**config.mk**
```make
export PLATFORM = sky130hd
export DESIGN_NAME = seq_det_rr_scheduler_flat
export DESIGN_NICKNAME = d
export VERILOG_FILES = /design/src/rtl/seq_det_rr_scheduler_pkg.sv /design/src/rtl/seq_det_rr_scheduler_if.sv /design/src/rtl/seq_det_rr_scheduler_rr_arbiter.sv /design/src/rtl/seq_det_rr_scheduler.sv /design/src/flat_wrapper.sv
export SDC_FILE = /design/constraint.sdc
export NUM_CORES = 1
export LEC_CHECK = 0
export CORE_AREA = 5 5 55 57
export DETAILED_ROUTE_END_ITERATION = 16
export DIE_AREA = 0 0 60 62
export PLACE_DENSITY = 0.76
export SKIP_LAST_GASP = 1
export SYNTH_ARGS = -nofsm -noshare
export SYNTH_HDL_FRONTEND = slang
export SYNTH_SLANG_ARGS = --single-unit
```
**constraint.sdc**
```tcl
create_clock -name clk -period 3.6 [get_ports clk]
set_input_delay 0.72 -clock clk [delete_from_list [all_inputs] [get_ports clk]]
set_output_delay 0.72 -clock clk [all_outputs]
set_load 0.03 [all_outputs]
```
**src/rtl/seq_det_rr_scheduler_pkg.sv**
```systemverilog
// Shared "101" detector state encoding and next-state function.
package seq_det_pkg;

  typedef enum logic [1:0] {
    S_IDLE  = 2'd0,
    S_GOT1  = 2'd1,
    S_GOT10 = 2'd2,
    S_MATCH = 2'd3
  } det_state_t;

  // Overlapping "101" detector; S_MATCH behaves like "seen ...101".
  function automatic det_state_t next_state(input det_state_t state, input logic in_bit);
    det_state_t ns;
    ns = S_IDLE;
    case (state)
      S_IDLE:  ns = in_bit ? S_GOT1  : S_IDLE;
      S_GOT1:  ns = in_bit ? S_GOT1  : S_GOT10;
      S_GOT10: ns = in_bit ? S_MATCH : S_IDLE;
      S_MATCH: ns = in_bit ? S_GOT1  : S_GOT10;
      default: ns = S_IDLE;
    endcase
    return ns;
  endfunction

endpackage

```
**src/rtl/seq_det_rr_scheduler_if.sv**
```systemverilog
// Requester lanes plus match event output of the shared detector.
interface seq_det_rr_scheduler_if #(
  parameter int N_CH = 4,
  parameter int CH_W = $clog2(N_CH)
);
  logic [N_CH-1:0] req_valid;
  logic [N_CH-1:0] req_bit;
  logic [N_CH-1:0] req_ready;
  logic [N_CH-1:0] chan_clr;
  logic            match_valid;
  logic [CH_W-1:0] match_ch;

  // Requesters / event logger side
  modport master (
    output req_valid, req_bit, chan_clr,
    input  req_ready, match_valid, match_ch
  );

  // Scheduler side
  modport slave (
    input  req_valid, req_bit, chan_clr,
    output req_ready, match_valid, match_ch
  );
endinterface

```
**src/rtl/seq_det_rr_scheduler_rr_arbiter.sv**
```systemverilog
// Wrap-around round-robin priority search starting at ptr.
module rr_arbiter #(
  parameter int N  = 4,
  parameter int CW = $clog2(N)
) (
  input  logic [N-1:0]  req,
  input  logic [CW-1:0] ptr,
  output logic [N-1:0]  gnt,
  output logic [CW-1:0] gnt_idx,
  output logic          gnt_any
);

  // First requester at or above ptr wins, wrapping N-1 -> 0
  always_comb begin
    int idx;
    logic [CW-1:0] idx_c;
    gnt     = '0;
    gnt_idx = '0;
    gnt_any = 1'b0;
    idx     = 0;
    idx_c   = '0;
    for (int k = 0; k < N; k++) begin
      idx = int'(ptr) + k;
      if (idx >= N) idx = idx - N;
      idx_c = CW'(idx);
      if (!gnt_any && req[idx_c]) begin
        gnt_any      = 1'b1;
        gnt_idx      = idx_c;
        gnt[idx_c]   = 1'b1;
      end
    end
  end

endmodule

```
**src/rtl/seq_det_rr_scheduler.sv**
```systemverilog
// One "101" detector engine time-shared across N_CH serial channels.
module seq_det_rr_scheduler
  import seq_det_pkg::*;
#(
  parameter int N_CH = 4,
  parameter int CH_W = $clog2(N_CH)
) (
  input  logic                  clk,
  input  logic                  reset,
  seq_det_rr_scheduler_if.slave bus
);

  det_state_t      ctx_q [N_CH];
  det_state_t      ctx_d [N_CH];
  logic [CH_W-1:0] rr_ptr_q, rr_ptr_d;
  logic            match_valid_q, match_valid_d;
  logic [CH_W-1:0] match_ch_q, match_ch_d;

  logic [N_CH-1:0] eligible;
  logic [N_CH-1:0] gnt;
  logic [CH_W-1:0] gnt_idx;
  logic            gnt_any;
  det_state_t      gnt_next;

  // Channels being cleared are never offered; nothing is granted during reset
  assign eligible = reset ? '0 : (bus.req_valid & ~bus.chan_clr);

  rr_arbiter #(.N(N_CH), .CW(CH_W)) u_arb (
    .req     (eligible),
    .ptr     (rr_ptr_q),
    .gnt     (gnt),
    .gnt_idx (gnt_idx),
    .gnt_any (gnt_any)
  );

  assign bus.req_ready   = gnt;
  assign bus.match_valid = match_valid_q;
  assign bus.match_ch    = match_ch_q;

  // Shared engine: next state of the granted channel's context
  always_comb begin
    gnt_next = next_state(ctx_q[gnt_idx], bus.req_bit[gnt_idx]);
  end

  // Context update: a clear wins, otherwise only the granted context advances
  always_comb begin
    for (int i = 0; i < N_CH; i++) begin
      ctx_d[i] = ctx_q[i];
      if (bus.chan_clr[i]) begin
        ctx_d[i] = S_IDLE;
      end else if (gnt[i]) begin
        ctx_d[i] = gnt_next;
      end
    end
  end

  // Pointer advance past the winner and the registered match event
  always_comb begin
    rr_ptr_d      = rr_ptr_q;
    match_valid_d = 1'b0;
    match_ch_d    = match_ch_q;
    if (gnt_any) begin
      rr_ptr_d = (gnt_idx == CH_W'(N_CH - 1)) ? '0 : gnt_idx + CH_W'(1);
      if (gnt_next == S_MATCH) begin
        match_valid_d = 1'b1;
        match_ch_d    = gnt_idx;
      end
    end
  end

  // State registers; reset drops partial patterns and any pending match
  always_ff @(posedge clk) begin
    if (reset) begin
      for (int i = 0; i < N_CH; i++) ctx_q[i] <= S_IDLE;
      rr_ptr_q      <= '0;
      match_valid_q <= 1'b0;
      match_ch_q    <= '0;
    end else begin
      for (int i = 0; i < N_CH; i++) ctx_q[i] <= ctx_d[i];
      rr_ptr_q      <= rr_ptr_d;
      match_valid_q <= match_valid_d;
      match_ch_q    <= match_ch_d;
    end
  end

endmodule

```
**src/flat_wrapper.sv**
```systemverilog
// flat-port wrapper written by rule: the top's interface ports become plain ports
module seq_det_rr_scheduler_flat import seq_det_pkg::*;
#(
  parameter int N_CH = 4,
  parameter int CH_W = $clog2(N_CH)
)
  (clk, reset, bus_req_valid, bus_req_bit, bus_chan_clr, bus_req_ready, bus_match_valid, bus_match_ch);
  seq_det_rr_scheduler_if #(.N_CH(N_CH), .CH_W(CH_W)) bus_i ();
  input  logic clk;
  input  logic reset;
  input wire logic [$bits(bus_i.req_valid)-1:0] bus_req_valid;
  input wire logic [$bits(bus_i.req_bit)-1:0] bus_req_bit;
  input wire logic [$bits(bus_i.chan_clr)-1:0] bus_chan_clr;
  output wire logic [$bits(bus_i.req_ready)-1:0] bus_req_ready;
  output wire logic [$bits(bus_i.match_valid)-1:0] bus_match_valid;
  output wire logic [$bits(bus_i.match_ch)-1:0] bus_match_ch;
  assign bus_i.req_valid = bus_req_valid;
  assign bus_i.req_bit = bus_req_bit;
  assign bus_i.chan_clr = bus_chan_clr;
  assign bus_req_ready = bus_i.req_ready;
  assign bus_match_valid = bus_i.match_valid;
  assign bus_match_ch = bus_i.match_ch;
  seq_det_rr_scheduler #(.N_CH(N_CH), .CH_W(CH_W)) u_core (.clk(clk), .reset(reset), .bus(bus_i));
endmodule
```
After elaboration in Yosys (flattened, before gate mapping)
Memory sizes are Yosys's and may differ from the RTL's.
Cells that the tools add are included.

operators by class
  add/subtract/negate cells = 8
  $lt $le $gt $ge = 13
  equal/unequal tests = 9
  muxes and demuxes = 56
  bitwise operators = 10
  reductions and logical operators = 18

operators with widths
  cell                                                 number
  2-to-1 mux 2 bit                                     23
  2-to-1 mux 4 bit                                     5
  2-to-1 mux 1 bit                                     18
  < comparator 2 x 3 -> 1 bit, second input constant   5
  OR 4 bit                                             3
  binary-select mux 1 bit (select 2 bit)               5
  AND reduction 2 bit                                  5
  >= comparator 3 bit, second input constant           3
  demux 1 bit (select 2 bit)                           4
  == test 2 bit, second input constant                 4
  >= comparator 2 x 1 -> 1 bit, second input constant  4
  inequality test 2 bit, second input constant         4
  subtractor 2 x 1 -> 2 bit, second input constant     4
  logical AND 1 bit                                    7
  adder 2 x 2 -> 3 bit, second input constant          2
  one-hot mux 2 bit (3 select lines)                   1
  AND 4 bit                                            1
  inverter 4 bit                                       1
  OR 1 bit                                             4
  OR reduction 2 bit                                   2
  adder 2 x 1 -> 3 bit, second input constant          1
  >= comparator 2 x 3 -> 1 bit, second input constant  1
  zero test 1 bit                                      3
  adder 2 x 1 -> 2 bit, second input constant          1
  3 further kinds                                      3

word-level totals
  register bits after elaboration = 5
  RAM bits = 8
  logic and storage cells = 118
  memories = 1

memories
  memory        depth  width  read ports  clocked after memory_dff  write ports  line                        source
  u_core.ctx_q  4      2      1           0                         4            seq_det_rr_scheduler.sv:13  det_state_t ctx_q [N_CH];

Depth between registers and ports, before layout
  word-level depth = 22
  mapped depth = 13

Cells and area by module
A second synthesis with hierarchy kept.

unflattened totals
  cells, all modules = 102
  area, all modules = 1086.0 um^2

modules (own cells, without submodules)
  module                times used  cells an instance  area each (um^2)  seq. area each (um^2)
  seq_det_rr_scheduler  1           57                 666.9             340.3
  rr_arbiter            1           45                 419.2             0.0

Least setup slack after synthesis
No wires, ideal clock.

  kind = in2out
  start = input reset
  end = output bus_req_ready[1]
  arrival time = 2.372 ns
  data required time = 2.880 ns
  path slack = 0.508 ns
  stages on the path = 7
  path buffers = 1
  cell sequence = buf_6 or4b_4 and2_4 and3_1 o211a_1 a22oi_1 nand2_1

on the way
  word-level cells in the longest chain between the ends = 13
  elaborated cells on any way between the ends = 25

RTL lines
  item                                    line                                   source
  start: declaration                      flat_wrapper.sv:10                     input logic reset;
  2-to-1 mux 4 bit *                      seq_det_rr_scheduler.sv:26             assign eligible = reset ? '0 : (bus.req_valid & ~bus.chan_clr);
  binary-select mux 1 bit (select 2 bit)  seq_det_rr_scheduler_rr_arbiter.sv:26  if (!gnt_any && req[idx_c]) begin
  2-to-1 mux 1 bit (implied by the code)  seq_det_rr_scheduler_rr_arbiter.sv:26
  2-to-1 mux 1 bit                        seq_det_rr_scheduler_rr_arbiter.sv:26
  zero test 1 bit                         seq_det_rr_scheduler_rr_arbiter.sv:26
  logical AND 1 bit                       seq_det_rr_scheduler_rr_arbiter.sv:26
  2-to-1 mux 1 bit                        seq_det_rr_scheduler_rr_arbiter.sv:26
  zero test 1 bit                         seq_det_rr_scheduler_rr_arbiter.sv:26
  logical AND 1 bit                       seq_det_rr_scheduler_rr_arbiter.sv:26
  2-to-1 mux 1 bit                        seq_det_rr_scheduler_rr_arbiter.sv:26
  zero test 1 bit                         seq_det_rr_scheduler_rr_arbiter.sv:26
  logical AND 1 bit                       seq_det_rr_scheduler_rr_arbiter.sv:26
  2-to-1 mux 4 bit *                      seq_det_rr_scheduler_rr_arbiter.sv:26
  end: declaration                        flat_wrapper.sv:14                     output wire logic [$bits(bus_i.req_ready)-1:0] bus_req_ready;

Every way passes the cells marked *; elsewhere a longest branch is shown, timed or not. The select of a mux whose other input is x is not followed.

Worst setup path in the final report
  start = input bus_req_valid[0]
  end = output bus_req_ready[0]

on the way
  word-level cells in the longest chain between the ends = 14
  elaborated cells on any way between the ends = 26

RTL lines
  item                                    line                                   source
  start: declaration                      flat_wrapper.sv:11                     input wire logic [$bits(bus_i.req_valid)-1:0] bus_req_valid;
  AND 4 bit *                             seq_det_rr_scheduler.sv:26
  2-to-1 mux 4 bit *                      seq_det_rr_scheduler.sv:26
  binary-select mux 1 bit (select 2 bit)  seq_det_rr_scheduler_rr_arbiter.sv:26
  2-to-1 mux 1 bit (implied by the code)  seq_det_rr_scheduler_rr_arbiter.sv:26
  2-to-1 mux 1 bit                        seq_det_rr_scheduler_rr_arbiter.sv:26
  zero test 1 bit                         seq_det_rr_scheduler_rr_arbiter.sv:26
  logical AND 1 bit                       seq_det_rr_scheduler_rr_arbiter.sv:26
  2-to-1 mux 1 bit                        seq_det_rr_scheduler_rr_arbiter.sv:26
  zero test 1 bit                         seq_det_rr_scheduler_rr_arbiter.sv:26
  logical AND 1 bit                       seq_det_rr_scheduler_rr_arbiter.sv:26
  2-to-1 mux 1 bit                        seq_det_rr_scheduler_rr_arbiter.sv:26
  zero test 1 bit                         seq_det_rr_scheduler_rr_arbiter.sv:26
  logical AND 1 bit                       seq_det_rr_scheduler_rr_arbiter.sv:26
  2-to-1 mux 4 bit *                      seq_det_rr_scheduler_rr_arbiter.sv:26

Marked as above.

==> impl_metrics.json <==
{
  "powerDensity_mw_per_mm2": 324.7,
  "async_flop_share_pct": 0,
  "syn_avg_cell_area_um2": 9.270,
  "combPwrFrac_pct": 49.0,
  "place_congestion": 0.9359,
  "hold_viol_final": 0,
  "ys_ff_latch": 13,
  "hpwl_mm": 2.627,
  "ir_drop_mv": 0.2257,
  "clock-sinks": 13,
  "first_pass_iters": 4,
  "cts_tree": "built",
  "layout-drive-gt1-share_pct": 32.39,
  "cts.clk_slew.worst_paths_ns": 0.08,
  "syn_nets": 155,
  "totalWireLength_mm": 3.434,
  "cp.required_ns": 2.88,
  "grt_max_degree": 18,
  "max_freq_ghz": 0.2785,
  "critPathCaptureType": "primary output",
  "ys.flop_type": "edfxtp_1",
  "hp-class": "reg -> reg",
  "setup-violations-final": 0,
  "syn_to_final_growth_pct": 38.04,
  "n_antenna_cell": 0,
  "report.final.slew_viol_count": 0,
  "fin_skew_ns": 0.004716,
  "vias_per_cell": 5.966,
  "power.internal_uw": 342.9,
  "vias": 1229,
  "slowest_stage": "clkdlybuf4s50_1",
  "drt_iter0_markers": 28,
  "timing.slew.headroom_pct": 71.34,
  "setup_slack_ns": 0.009409,
  "synth_cell_types": 54,
  "synthCells": 132,
  "hold_slack_ns": 0.4831,
  "slowest_delay_ns": 0.51,
  "power_leakage_nw": 0.6913,
  "grt_pass1_vias": 1284,
  "pre_cts_slack_ns": -0.2082,
  "grt_pass1_wl_mm": 5.451,
  "nFillCells": 202,
  "yosys_warnings": 0,
  "ioPinCount": 21,
  "clkPwrFrac_pct": 16.4,
  "cts_hold_buffers": 0,
  "dieArea_mm2": 0.003720,
  "p_switching_uw": 205.5,
  "die_w_um": 60,
  "outcome": "completed",
  "cts_max_level": 1,
  "path_max_fanout": 4,
  "startpoint_type": "input port",
  "drtAntennaViolNets": 0,
  "grt-ovfl-total": 0,
  "most-common-layout-cells": "buf_4, nand2_1, clkdlybuf4s50_1",
  "numPortBuffers": 20,
  "path_cells": "clkdlybuf4s50_1 -> or4b_4 -> and2_4 -> and3_1 -> o211a_4 -> a221o_1 -> buf_4",
  "grt_antenna_before_repair": 0,
  "worstSkewPairLatency_ns": 0.28,
  "ys_seq_area_share_pct": 27.81,
  "seqPwrFrac_pct": 34.6,
  "fin_crit_sh_pct": 99.74,
  "p_sw_share_pct": 37.48,
  "drc": 0,
  "cap_violations": 0,
  "clockBufferDepth": 2,
  "cts_root_buf": "clkbuf_4",
  "track_usage_pct": 19.74,
  "dieHeight_um": 62,
  "worst-setup-path-type": "in -> out",
  "cts_buffers": 3,
  "final_common_cell": "buf_4",
  "worst_pin_slew_ns": 0.4239,
  "row_count": 18,
  "layout_min_cycle_time_ns": 3.591,
  "wl_per_cell_um": 16.67,
  "worstPathArrival_ns": 2.87,
  "core_mm2": 0.002432,
  "synth_edf_count": 8,
  "synth_area_mm2": 0.001224,
  "start_util_pct": 50.31,
  "nNetsFinal": 200
}
synth_stat cells (2+ instances only):
cell	number	area share (%)
or2_2	2	1.0
nand3_1	2	0.82
buf_6	2	1.8
nand2_1	17	5.2
o21ai_1	2	0.82
a22o_1	2	1.4
nor4bb_1	2	1.6
a211oi_1	2	1.2
a221oi_1	2	1.4
a221o_1	2	1.6
dfxtp_1	5	8.2
or3_1	5	2.6
and2_4	2	1.4
mux2i_1	2	1.6
a2111oi_1	2	1.6
nor2_1	8	2.5
or2_1	2	1.0
a22oi_1	5	3.1
a2bb2oi_1	3	2.1
inv_1	4	1.2
nor3_1	3	1.2
o21ai_0	2	0.82
a21oi_1	3	1.2
ha_1	9	9.2
nand2b_1	6	3.1
edfxtp_1	8	20
through the flow:
step                        TNS, ns  power (mW)  utilization [%]  cells  instance area (µm²)
final                             0      0.5484            69.44    206                 1689
after global placement     -0.05727      0.4357            65.38    201                 1590
after detailed placement     -2.000      0.4450            65.38    201                 1590
after CTS                         0      0.5339            66.67    205                 1622
after global routing      -0.009642      0.5821            69.44    206                 1689
after floorplan                   0      0.3480                -    132                 1224
cell families after synthesis:
logic type               synth area share [%]
XOR/XNOR                               0.7159
AO/OA/AOI/OAI                           25.16
multiplexers                            1.636
flip-flops                              27.81
AND/OR/NAND/NOR                         31.09
buffers and inverters                   4.396
adder cells (fa/ha/maj)                 9.203
metal layers:
metal  part of all wire [%]  vias to the layer above  track usage (%)
li1                       -                      597                -
met1                     41                      583            21.84
met2                     52                       40            37.04
met3                    4.6                        9            2.273
met4                    2.9                        0            10.13
met5                      0                        -                0
power groups by stage:
stage	Combinational, mW	Clock, mW	Sequential [mW]
3_5_place_dp	0.253	0	0.192
5_1_grt	0.291	0.0991	0.192
3_3_place_gp	0.245	0	0.191
6_report	0.269	0.0900	0.190
4_1_cts	0.255	0.0910	0.188
2_1_floorplan	0.160	0	0.188
path summary, 6_finish.rpt:
kind         depth (start not counted)  slack, ns              startpoint                     end
min                                  2       0.48  u_core.bus.match_ch[0]  u_core.bus.match_ch[0]
min reg2reg                          2       0.48  u_core.bus.match_ch[0]  u_core.bus.match_ch[0]
max reg2reg                         11       0.37      u_core.rr_ptr_q[1]      u_core.ctx_q[2][1]
max                                  7      0.009        bus_req_valid[0]        bus_req_ready[0]
worst max-delay path: cells and delay by family:
family	cells	cell delay, ns
buf+inv	2	0.69
compound gates	2	0.58
simple gates	3	0.88
cell type report:
class / count / area, µm² / area share (%)
multi-input combinational: 110 / 887.1 / 52.52
timing repair buffer: 44 / 376.6 / 22.30
sequential: 13 / 341.6 / 20.22
tap: 30 / 37.54 / 2.222
clock buffer: 4 / 26.28 / 1.556
inverter: 5 / 20.02 / 1.185
sequential cells by signal (all words and copies together) (netlist names):
| signal | cells |
|---|---|
| u_core.ctx_q | 8 |
| u_core.bus.match_valid | 1 |
| u_core.bus.match_ch | 2 |
| u_core.rr_ptr_q | 2 |
what timing repair did:
| item | CTS | global route |
|---|---|---|
| resized for setup | 2 | 14 |
| pin swaps | 0 | 2 |
| endpoints found under the setup margin | 4 | 4 |
| buffers inserted | 0 | 1 |
No activity file was read; power rests on OpenSTA's default activity.
